$ cat src/rtl/uio_pkg.sv
// Shared constants and state types for the bidirectional-pin input conditioner.
package uio_pkg;

    localparam int UIO_WIDTH           = 4;
    localparam int UIO_SYNC_STAGES     = 2;
    localparam int UIO_DEBOUNCE_CYCLES = 16;

    // Counter field is sized for the widest supported debounce window.
    localparam int UIO_CNT_W_MAX = 8;

    typedef struct packed {
        logic                     sync;
        logic [UIO_CNT_W_MAX-1:0] cnt;
        logic                     clean;
    } uio_deb_state_t;

endpackage

$ cat src/rtl/uio_input_debouncer_debounce_bit.sv
// Single-bit synchroniser, stability counter and edge-pulse generator.
module debounce_bit
    import uio_pkg::*;
#(
    parameter int SYNC_STAGES     = UIO_SYNC_STAGES,
    parameter int DEBOUNCE_CYCLES = UIO_DEBOUNCE_CYCLES
) (
    input  logic clk,
    input  logic rst_n,
    input  logic ena,
    input  logic raw_in,
    output logic clean_out,
    output logic rise_pulse,
    output logic fall_pulse
);

    localparam int CNT_W = $clog2(DEBOUNCE_CYCLES);
    localparam logic [CNT_W-1:0] CNT_LAST =
        CNT_W'(DEBOUNCE_CYCLES - 1);
    localparam logic [UIO_CNT_W_MAX-1:0] CNT_LIMIT =
        UIO_CNT_W_MAX'(CNT_LAST);

    logic [SYNC_STAGES-2:0] meta_q;
    logic [SYNC_STAGES-1:0] chain;
    uio_deb_state_t         st_q;
    uio_deb_state_t         st_d;
    logic                   rise_q;
    logic                   rise_d;
    logic                   fall_q;
    logic                   fall_d;
    logic                   match;
    logic                   at_limit;

    // Bit 0 is the pin, the top bit feeds the debounce stage.
    assign chain    = {meta_q, raw_in};
    assign match    = (st_q.sync == st_q.clean);
    assign at_limit = (st_q.cnt == CNT_LIMIT);

    always_comb begin
        st_d      = st_q;
        st_d.sync = chain[SYNC_STAGES-1];
        rise_d    = 1'b0;
        fall_d    = 1'b0;
        unique case (1'b1)
            !ena: begin
                st_d.cnt = '0;
            end
            ena && match: begin
                st_d.cnt = '0;
            end
            ena && !match && at_limit: begin
                st_d.clean = st_q.sync;
                st_d.cnt   = '0;
                rise_d     = st_q.sync;
                fall_d     = !st_q.sync;
            end
            ena && !match && !at_limit: begin
                st_d.cnt = st_q.cnt + 1'b1;
            end
            default: begin
            end
        endcase
    end

    always_ff @(posedge clk or negedge rst_n) begin
        if (!rst_n) begin
            meta_q <= '0;
            st_q   <= '0;
            rise_q <= 1'b0;
            fall_q <= 1'b0;
        end else begin
            meta_q <= chain[SYNC_STAGES-2:0];
            st_q   <= st_d;
            rise_q <= rise_d;
            fall_q <= fall_d;
        end
    end

    assign clean_out  = st_q.clean;
    assign rise_pulse = rise_q;
    assign fall_pulse = fall_q;

endmodule

$ cat src/rtl/uio_input_debouncer.sv
// Per-bit conditioning of the raw uio pins ahead of the pin logic.
module uio_input_debouncer
    import uio_pkg::*;
#(
    parameter int WIDTH           = UIO_WIDTH,
    parameter int SYNC_STAGES     = UIO_SYNC_STAGES,
    parameter int DEBOUNCE_CYCLES = UIO_DEBOUNCE_CYCLES
) (
    input  logic             clk,
    input  logic             rst_n,
    input  logic             ena,
    input  logic [WIDTH-1:0] raw_in,
    output logic [WIDTH-1:0] clean_out,
    output logic [WIDTH-1:0] rise_pulse,
    output logic [WIDTH-1:0] fall_pulse
);

    logic [WIDTH-1:0] clean_w;
    logic [WIDTH-1:0] rise_w;
    logic [WIDTH-1:0] fall_w;

    for (genvar i = 0; i < WIDTH; i++) begin : g_bit
        debounce_bit #(
            .SYNC_STAGES     (SYNC_STAGES),
            .DEBOUNCE_CYCLES (DEBOUNCE_CYCLES)
        ) u_bit (
            .clk        (clk),
            .rst_n      (rst_n),
            .ena        (ena),
            .raw_in     (raw_in[i]),
            .clean_out  (clean_w[i]),
            .rise_pulse (rise_w[i]),
            .fall_pulse (fall_w[i])
        );
    end

    assign clean_out  = clean_w;
    assign rise_pulse = rise_w;
    assign fall_pulse = fall_w;

endmodule
$ cat config.mk
export PLATFORM = sky130hd
export DESIGN_NAME = uio_input_debouncer
export DESIGN_NICKNAME = d
export VERILOG_FILES = /design/src/rtl/uio_pkg.sv /design/src/rtl/uio_input_debouncer_debounce_bit.sv /design/src/rtl/uio_input_debouncer.sv
export SDC_FILE = /design/constraint.sdc
export NUM_CORES = 1
export LEC_CHECK = 0
export ABC_CLOCK_PERIOD_IN_PS = 4100
export CAP_MARGIN = 40
export CORE_MARGIN = 8
export CORE_UTILIZATION = 35
export DETAILED_ROUTE_END_ITERATION = 8
export PLACE_DENSITY = 0.5
export SYNTH_ARGS = -nofsm -noshare
export SYNTH_HDL_FRONTEND = slang
export SYNTH_HIERARCHICAL = 1
export SYNTH_SLANG_ARGS = --single-unit
$ cat constraint.sdc
create_clock -name clk -period 4.1 [get_ports clk]
set_input_delay 0.41 -clock clk [delete_from_list [all_inputs] [get_ports clk]]
set_output_delay 0.41 -clock clk [all_outputs]
set_load 0.02 [all_outputs]
# Word level (Yosys, flattened, before mapping)
# Index checks and enable logic that the tools add are counted.
# W data, S select, Z words.
[classes]
n_addsub = 4
n_eq_ne = 8
muxes = 12
reduce_logical = 37
[op_table]
columns = ["op", "count"]
rows = [
  ["$pmux W8 S2", 4],
  ["$add A8 B1 Y8 const B", 4],
  ["$eq A8 B4 Y1 const B", 4],
  ["$logic_and A1 B1 Y1", 16],
  ["$logic_not A1 Y1", 13],
  ["$reduce_or A3 Y1", 4],
  ["$mux W1", 8],
  ["$reduce_bool A2 Y1", 4],
  ["$eq A1 B1 Y1", 4],
]
[word_totals]
ff_bits = 52
in_bits = 7
out_inout_bits = 12

# Depth between registers and ports, before layout
# Gate-level depths: netlist (run 1).
[depth]
depth_word = 6
depth_mapped = 4

# Modules after synthesis
# Netlist (run 1), hierarchy kept.
[by_module_without_submodules]
columns = ["module", "n_inst", "cells_each", "area_per_inst_um2"]
rows = [
  ["debounce_bit", 4, 52, 580.6],
]

# Worst setup path before layout (run 1)
# OpenSTA, ideal clock, no wires.
[synth_path]
path_kind = "reg2reg"
startpoint = "register g_bit[0].u_bit/st_q[7] (netlist name)"
endpoint = "register g_bit[0].u_bit.st_q (netlist bit g_bit[0].u_bit/clean_out)"
arrival_time_ps = 1455
slack_ps = 2518
stages_incl_launch_ff = 5
n_path_buf = 1
path_cell_list = "dfrtp_1 -> or4_4 -> buf_6 -> nor3_4 -> mux2_1"
[synth_between]
elab_chain_len = 2
[synth_lines]
columns = ["element", "line", "text"]
rows = [
  ["from (decl)", "uio_input_debouncer_debounce_bit.sv:25", "uio_deb_state_t st_q;"],
  ["from (signal assigned)", "uio_input_debouncer_debounce_bit.sv:73", "st_q <= st_d;"],
  ["$eq A8 B4 Y1", "uio_input_debouncer_debounce_bit.sv:37", "assign at_limit = (st_q.cnt == CNT_LIMIT);"],
  ["$logic_and A1 B1 Y1", "uio_input_debouncer_debounce_bit.sv:51", "ena && !match && at_limit: begin"],
]
# Every way passes these cells.
# A chain may end at the register's enable or synchronous reset.

# Worst setup path after layout (run 1)
[layout_path]
startpoint = "register g_bit[3].u_bit.st_q (netlist bit g_bit[3].u_bit/clean_out)"
endpoint = "output clean_out[3]"
[layout_lines]
columns = ["element", "line", "text"]
rows = [
  ["from (decl)", "uio_input_debouncer_debounce_bit.sv:25", ""],
  ["from (signal assigned)", "uio_input_debouncer_debounce_bit.sv:73", ""],
  ["to (decl)", "uio_input_debouncer.sv:13", "output logic [WIDTH-1:0] clean_out,"],
]
# No word-level cell between the ends.

==> results of run 1 <==
==> metal layers <==
layer / GRT usage / vias to the layer above
li1: - / 787
met1: 0.117 / 771
met2: 0.136 / 21
met3: 0.0263 / 5
met4: 0.0420 / 0
met5: 0 / -
==> placed cells by master (no fill, tap or decap), drive strengths merged, types with 8 or more instances in the layout <==
cell            n
nor2           12
o21ai          12
nor4            8
dfrtp          52
clkbuf          8
or3            12
inv            16
nand3          12
a21oi          16
o211ai          8
nand2          12
clkdlybuf4s50  17
==> flip-flops by register name (all words and copies together), names as in the netlist <==
| register | count |
|---|---|
| g_bit.u_bit/meta_q | 4 |
| g_bit.u_bit/st_q | 36 |
| g_bit.u_bit/fall_pulse | 4 |
| g_bit.u_bit/rise_pulse | 4 |
| g_bit.u_bit/clean_out | 4 |
==> report_power, final <==
group | switching, W | leakage (nW) | internal [W] | total [W]
sequential | 0.00000754 | 0.704 | 0.000520 | 0.000528
clock | 0.000162 | 0.0455 | 0.000138 | 0.000300
combinational | 0.0000249 | 0.337 | 0.0000113 | 0.0000362
==> worst register-to-register path: cells and delay by family (launching register included) <==
kind,cells,cell delay [ps]
simple gates,2,500
flops,1,420
mux,1,330
fa+ha+maj,1,230
==> metrics by stage <==
stage / setup slack, ps / hold slack, ps
after floorplan: 2520 / 114
after global placement: 2100 / 333
after detailed placement: 2040 / 335
after CTS: 2320 / 242
after global routing: 2280 / 274
final: 2340 / 208
==> cells by family after synthesis <==
kind of cell / synth area share
compound gates: 0.106
xor+xnor: 0.0302
fa+ha+maj: 0.0216
buf+inv: 0.0453
flops: 0.560
mux: 0.0194
simple gates: 0.218
==> worst max path at each step <==
stage	start	end	slack, ps	cells past startpoint
6_report	g_bit[3].u_bit/clean_out	clean_out[3]	2340	1
5_1_grt	g_bit[0].u_bit/clean_out	clean_out[0]	2280	1
4_1_cts	g_bit[0].u_bit/clean_out	clean_out[0]	2320	1
3_5_place_dp	ena	g_bit[2].u_bit/clean_out	2040	4
3_3_place_gp	ena	g_bit[0].u_bit/clean_out	2100	4
2_1_floorplan	g_bit[0].u_bit/st_q[7]	g_bit[0].u_bit/clean_out	2520	4
==> cell type report <==
| type | count | share of cell area |
|---|---|---|
| Sequential cell | 52 | 0.492 |
| Multi-Input combinational cell | 136 | 0.346 |
| Clock buffer | 8 | 0.0340 |
| Timing Repair Buffer | 19 | 0.0690 |
| Tap cell | 77 | 0.0364 |
| Inverter | 16 | 0.0227 |
==> summary.md, run 1 <==
| Metric | Value |
|---|---|
| Status | `finished, final reports clean` |
| WL/cell | `13.6 um` |
| Worst R2R End | `g_bit[3].u_bit/clean_out` |
| DPL Wire Length | `~2800 um` |
| Cell Pwr Density | `327 nW/um^2` |
| Clock Skew | `around 4.6 ps` |
| Async S/R FF share, synth | `1.00` |
| Global route overflow | `0` |
| Area delta synth->final | `14.0%` |
| Hold buffers post-CTS | `0` |
| Global-route wire length before repair | `7180 um` |
| Starting Density | `0.364` |
| Antenna viol nets, final | `0` |
| WL final | `4170 um` |
| Fill cells | `~630` |
| Layout cell share with drive strength beyond 1 | `0.0866` |
| Area leader, netlist | `dfrtp_1` |
| Syn_nets | `219` |
| Maximum clock path buffer count | `2` |
| Leakage power total | `1.09 nW` |
| DRC Markers | `0` |
| Cells along the critical path | `clkdlybuf4s50_1` |
| Count of buffer and inverter cells on the critical path | `1` |
| Post-Syn Instances | `approximately 210` |
| Slew margin rel. | `0.561` |
| RSZ-0062 raised after global routing | `false` |
| Setup CP Type | `flop to output port` |
| Via/cell ratio | `5.14` |
| Largest net degree at the start of global routing | `53` |
| Final setup viols | `0` |
| Die Area | `9500 sq um` |
| Die X | `between 90 and 100 um` |
| Die height | `97.5 um` |
| Largest delay share family, worst path | `buffers and inverters` |
| Crit-path slowest cell | `clkdlybuf4s50_1` |
| Slew Limit Fails | `0` |
| Non-Filler Instances | `approximately 300` |
| Crit end category | `output port` |
| CTS root buffer | `clkbuf_8` |
| Yosys reg bits | `between 50 and 60` |
| Cts bufs inserted | `5` |
| Antenna cells | `0` |
| Clk slew on worst S/H paths | `approximately 90 ps` |
| Final setup TNS | `0 ps` |
| Crit path DAT | `roughly 1400 ps` |
| Core box area | `~6400 sq um` |
| Final Cell Area | `about 2600 sq um` |
| # rows | `29` |
| Syn Area/Cell | `about 11 sq um` |
| CP peak stage delay | `630 ps` |
| Top cells by count, synth | `dfrtp_1, a21oi_1, inv_1` |
| Placed cells | `300` |
| Total GRT Usage | `0.0906` |
| Data required, critical path | `approximately 3700 ps` |
| Post-Synthesis Cell Area | `2320 sq um` |
| Quantity of gates resized following cts | `0` |
| FF-to-FF Start | `g_bit[3].u_bit/st_q[1]` |
| Tot Pwr | `roughly 0.00086 W` |
| WL met2 | `about 1900 um` |
| Synth top area share | `0.560` |
| Placed Instance Area | `approximately 2600 sq um` |
| Final Cycle Share | `0.430` |
| PortBufs | `18` |
| Max Clk Rate | `~570 MHz` |
| Met1 wire length | `approximately 2100 um` |
| Worst vdd rail ir drop | `0.242 mV` |
| Startpoint class of the critical path | `flop` |
| Synth warn | `6` |
| Count leader, synth | `dfrtp_1` |
| Highest Signal Layer | `met4` |
| Fin util | `0.414` |
| Register-to-Register Path Depth | `4` |
| Clock Latency Late Sink | `roughly 300 ps` |
| Met3 WL post-DR | `~170 um` |
| I/O pins | `19` |
| Synth cell types | `23` |
| CTS Sinks | `52` |
| Initial drt markers | `44` |
| DRT Pass-1 Iters | `4` |
| MaxCap Viol Count | `0` |
| Critical Path Fanout Max | `3` |
| Top_reg_cell synth | `dfrtp_1` |
| FF/Latch Area | `1300 sq um` |
| H-tree Lvls | `2` |
| FF-to-FF setup slack | `~2500 ps` |
| Slew @ Worst Pin | `about 660 ps` |
| Post-synth EDFFs | `0` |
| Crit path time final | `between 1500 and 2000 ps` |
| Worst hold-check path type | `primary input to asynchronous set/reset pin` |
| Setup repair bufs after CTS | `0` |
| GPL Wtd Cong | `roughly 0.74` |
| Register area share after synthesis | `0.560` |
| Initial antenna violation count | `0` |
| Vias post-DR | `between 1.5k and 2k` |
| Post-layout net count | `241` |
| Ranking of synthesized cells by area | `dfrtp_1, a21oi_1, or3_1` |
| Final hold viol count | `0` |
| Vias in the first global route | `around 1.5k` |
| CTS tree | `built` |
| Multi-input gate area | `between 900 and 1000 sq um` |
Power figures use the tool's default switching activity.
==> inputs of run 2 (changes only) <==
--- a/config.mk
+++ b/config.mk
@@ -5,12 +5,12 @@
 export SDC_FILE = /design/constraint.sdc
 export NUM_CORES = 1
 export LEC_CHECK = 0
-export ABC_CLOCK_PERIOD_IN_PS = 4100
+export ABC_CLOCK_PERIOD_IN_PS = 1600
 export CAP_MARGIN = 40
 export CORE_MARGIN = 8
 export CORE_UTILIZATION = 35
 export DETAILED_ROUTE_END_ITERATION = 8
-export PLACE_DENSITY = 0.5
+export PLACE_DENSITY = 0.52
 export SYNTH_ARGS = -nofsm -noshare
 export SYNTH_HDL_FRONTEND = slang
 export SYNTH_HIERARCHICAL = 1
==> constraint.sdc (replaced) <==
create_clock -name clk -period 1.6 [get_ports clk]
set_input_delay 0.16 -clock clk [delete_from_list [all_inputs] [get_ports clk]]
set_output_delay 0.16 -clock clk [all_outputs]
set_load 0.02 [all_outputs]
==> run 2 against run 1 <==
Effect of this change: non-clock buffer count is 20 higher; worst hold slack better by 75 ps; largest power group unchanged; cell count is 6.5% higher; critical endpoint is now g_bit[2].u_bit/clean_out; sequential share of layout area is 3.2 points lower; utilization is 2.9 points higher; via count is 3.5% higher.
==> summary.md, run 2 (synthesis results as in run 1) <==
| Metric | Value |
|---|---|
| Placed cells | `318 (+6.0%)` |
| Largest net degree at the start of global routing | `53 (unchanged)` |
| Slew Limit Fails | `0 (unchanged)` |
| H-tree Lvls | `2 (unchanged)` |
| Data required, critical path | `1800 ps (-1890 ps)` |
| Global-route met2 utilization | `0.145 (+0.00983)` |
| Final setup viols | `0 (unchanged)` |
| Count of buffer and inverter cells on the critical path | `0 (-1)` |
| Startpoint class of the critical path | `flop` |
| Setup CP Type | `flop to flop` |
| Crit path time final | `around 1600 ps` |
| DRT Pass-1 Iters | `4 (unchanged)` |
| Initial antenna violation count | `0 (unchanged)` |
| Total GRT Usage | `0.0930 (+0.00239)` |
| Global-route wire length before repair | `7410 um (+3.2%)` |
| Critical Path Fanout Max | `6 (+3)` |
| Crit-path slowest cell | `or4_4` |
| WL/cell | `12.6 um (-7.3%)` |
| CTS Sinks | `52 (unchanged)` |
| Fill cells | `623 (-0.80%)` |
| CTS tree | `built` |
| Clock Skew | `12.1 ps (+7.52 ps)` |
| CTS root buffer | `clkbuf_8` |
| Slew margin rel. | `0.795 (+0.234)` |
| Area delta synth->final | `21.8%` |
| Met1 usage | `0.110 (-0.00678)` |
| Via/cell ratio | `5.00 (-2.8%)` |
| Cell Pwr Density | `779 nW/um^2 (+140%)` |
| Fin util | `0.443 (+0.0286)` |
| Vias in the first global route | `1651 (+12%)` |
| Global route overflow | `0 (unchanged)` |
| Die height | `97.5 um (unchanged)` |
| Leakage power total | `1.20 nW (+10%)` |
| Maximum clock path buffer count | `2 (unchanged)` |
| Met3 Resource Use GR | `0.0292 (+0.00284)` |
| Final Cell Area | `2830 sq um (+6.9%)` |
| Global route hottest layer | `met2` |
| Starting Density | `0.364 (unchanged)` |
| PortBufs | `18 (unchanged)` |
| Largest register FFs | `36 (unchanged)` |
| Vias post-DR | `1639 (+3.5%)` |
| Cts bufs inserted | `5 (unchanged)` |
| CP peak stage delay | `590 ps (-40 ps)` |
| WL final | `4120 um (-1.3%)` |
| Core box area | `6390 sq um (unchanged)` |
| # rows | `29 (unchanged)` |
| RSZ-0062 raised after global routing | `false` |
| Final setup TNS | `0 ps (unchanged)` |
| DRC Markers | `0 (unchanged)` |
| Final hold viol count | `0 (unchanged)` |
| Clock Latency Late Sink | `310 ps (about the same)` |
| Cells along the critical path | `or4_4, nor3_4, mux2_1` |
| Layout cell share with drive strength beyond 1 | `0.171 (+0.0847)` |
| MaxCap Viol Count | `0 (unchanged)` |
| Non-Filler Instances | `328 (+6.5%)` |
| Crit end category | `flop` |
| I/O pins | `19 (unchanged)` |
| Initial drt markers | `54 (+23%)` |
| Clk slew on worst S/H paths | `100 ps (about the same)` |
| Placed Instance Area | `2720 sq um (+6.3%)` |
| Reg with most FFs | `g_bit.u_bit/st_q` |
| Largest delay share family, worst path | `simple AND/OR/NAND/NOR gates` |
| Slew @ Worst Pin | `305 ps (-354 ps)` |
| DPL Wire Length | `2910 um (+3.3%)` |
| Crit path DAT | `1760 ps (+410 ps)` |
| Die X | `97.5 um (unchanged)` |
| Multi-input gate area | `923 sq um (+0.82%)` |
| Most common cell after layout, fill and taps aside | `dfrtp_1` |
| Status | `finished, final reports clean` |
| Antenna viol nets, final | `0 (unchanged)` |
| Die Area | `9500 sq um (unchanged)` |
| GPL Wtd Cong | `0.786 (+6.3%)` |
| Commonest cells after routing, fill and taps aside | `dfrtp_1, buf_4, clkdlybuf4s50_1, inv_1, a21oi_1` |
| Tot Pwr | `0.00220 W (+160%)` |
| FF/Latch Area | `1300 sq um (unchanged)` |
| Final Cycle Share | `0.973` |
| Worst hold-check path type | `primary input to flop` |
| Post-layout net count | `261 (+8.3%)` |
| Max Clk Rate | `642 MHz` |
| Antenna cells | `0 (unchanged)` |
| Worst vdd rail ir drop | `0.493 mV (+100%)` |
[run 2: layer usage]
| metal | up-vias | share of wire |
|---|---|---|
| li1 | 827 | - |
| met1 | 779 | 0.49 |
| met2 | 26 | 0.45 |
| met3 | 7 | 0.042 |
| met4 | 0 | 0.024 |
| met5 | - | 0 |
[run 2: final timing paths]
check	slack [ps]	start	depth (start not counted)	end
min reg2reg	350	g_bit[1].u_bit/meta_q	0	g_bit[1].u_bit/st_q[9]
max	40	g_bit[2].u_bit/st_q[8]	3	g_bit[2].u_bit/clean_out
min	280	raw_in[2]	1	g_bit[2].u_bit/meta_q
max reg2reg	40	g_bit[2].u_bit/st_q[8]	3	g_bit[2].u_bit/clean_out
max in group asynchronous	1020	rst_n	3	g_bit[1].u_bit/st_q[4]
min in group asynchronous	360	rst_n	3	g_bit[1].u_bit/st_q[8]
[run 2: final cells by class]
type	instances	share of cell area
sequential	52	0.460
multi-input combinational	136	0.326
timing repair buffer	39	0.127
tap	77	0.0341
clock buffer	5	0.0243
inverter	16	0.0212
clock inverter	3	0.00663
[run 2: worst register-to-register path: stages (launching register included)]
cell     delay (ps)
dfrtp_1         400
or4_4           590
nor3_4          130
mux2_1          330
[run 2: where the power goes]
part	switching [W]	total (W)	internal (W)
clock	0.000435	0.000741	0.000306
combinational	0.0000692	0.000114	0.0000452
sequential	0.0000162	0.00135	0.00133
[run 2: repair_timing]
action	CTS	global route
endpoints found under the hold margin	52	0
resized for setup	0	2
setup buffers	0	1
hold buffers	1	0
endpoints found under the setup margin	0	3
[run 2: metrics by stage]
stage	hold slack [ps]	setup WS, ps
after detailed placement	175	40.4
after global routing	263	2.32
after CTS	271	26.1
after global placement	173	48.9
after floorplan	-136	17.7
final	283	43.3
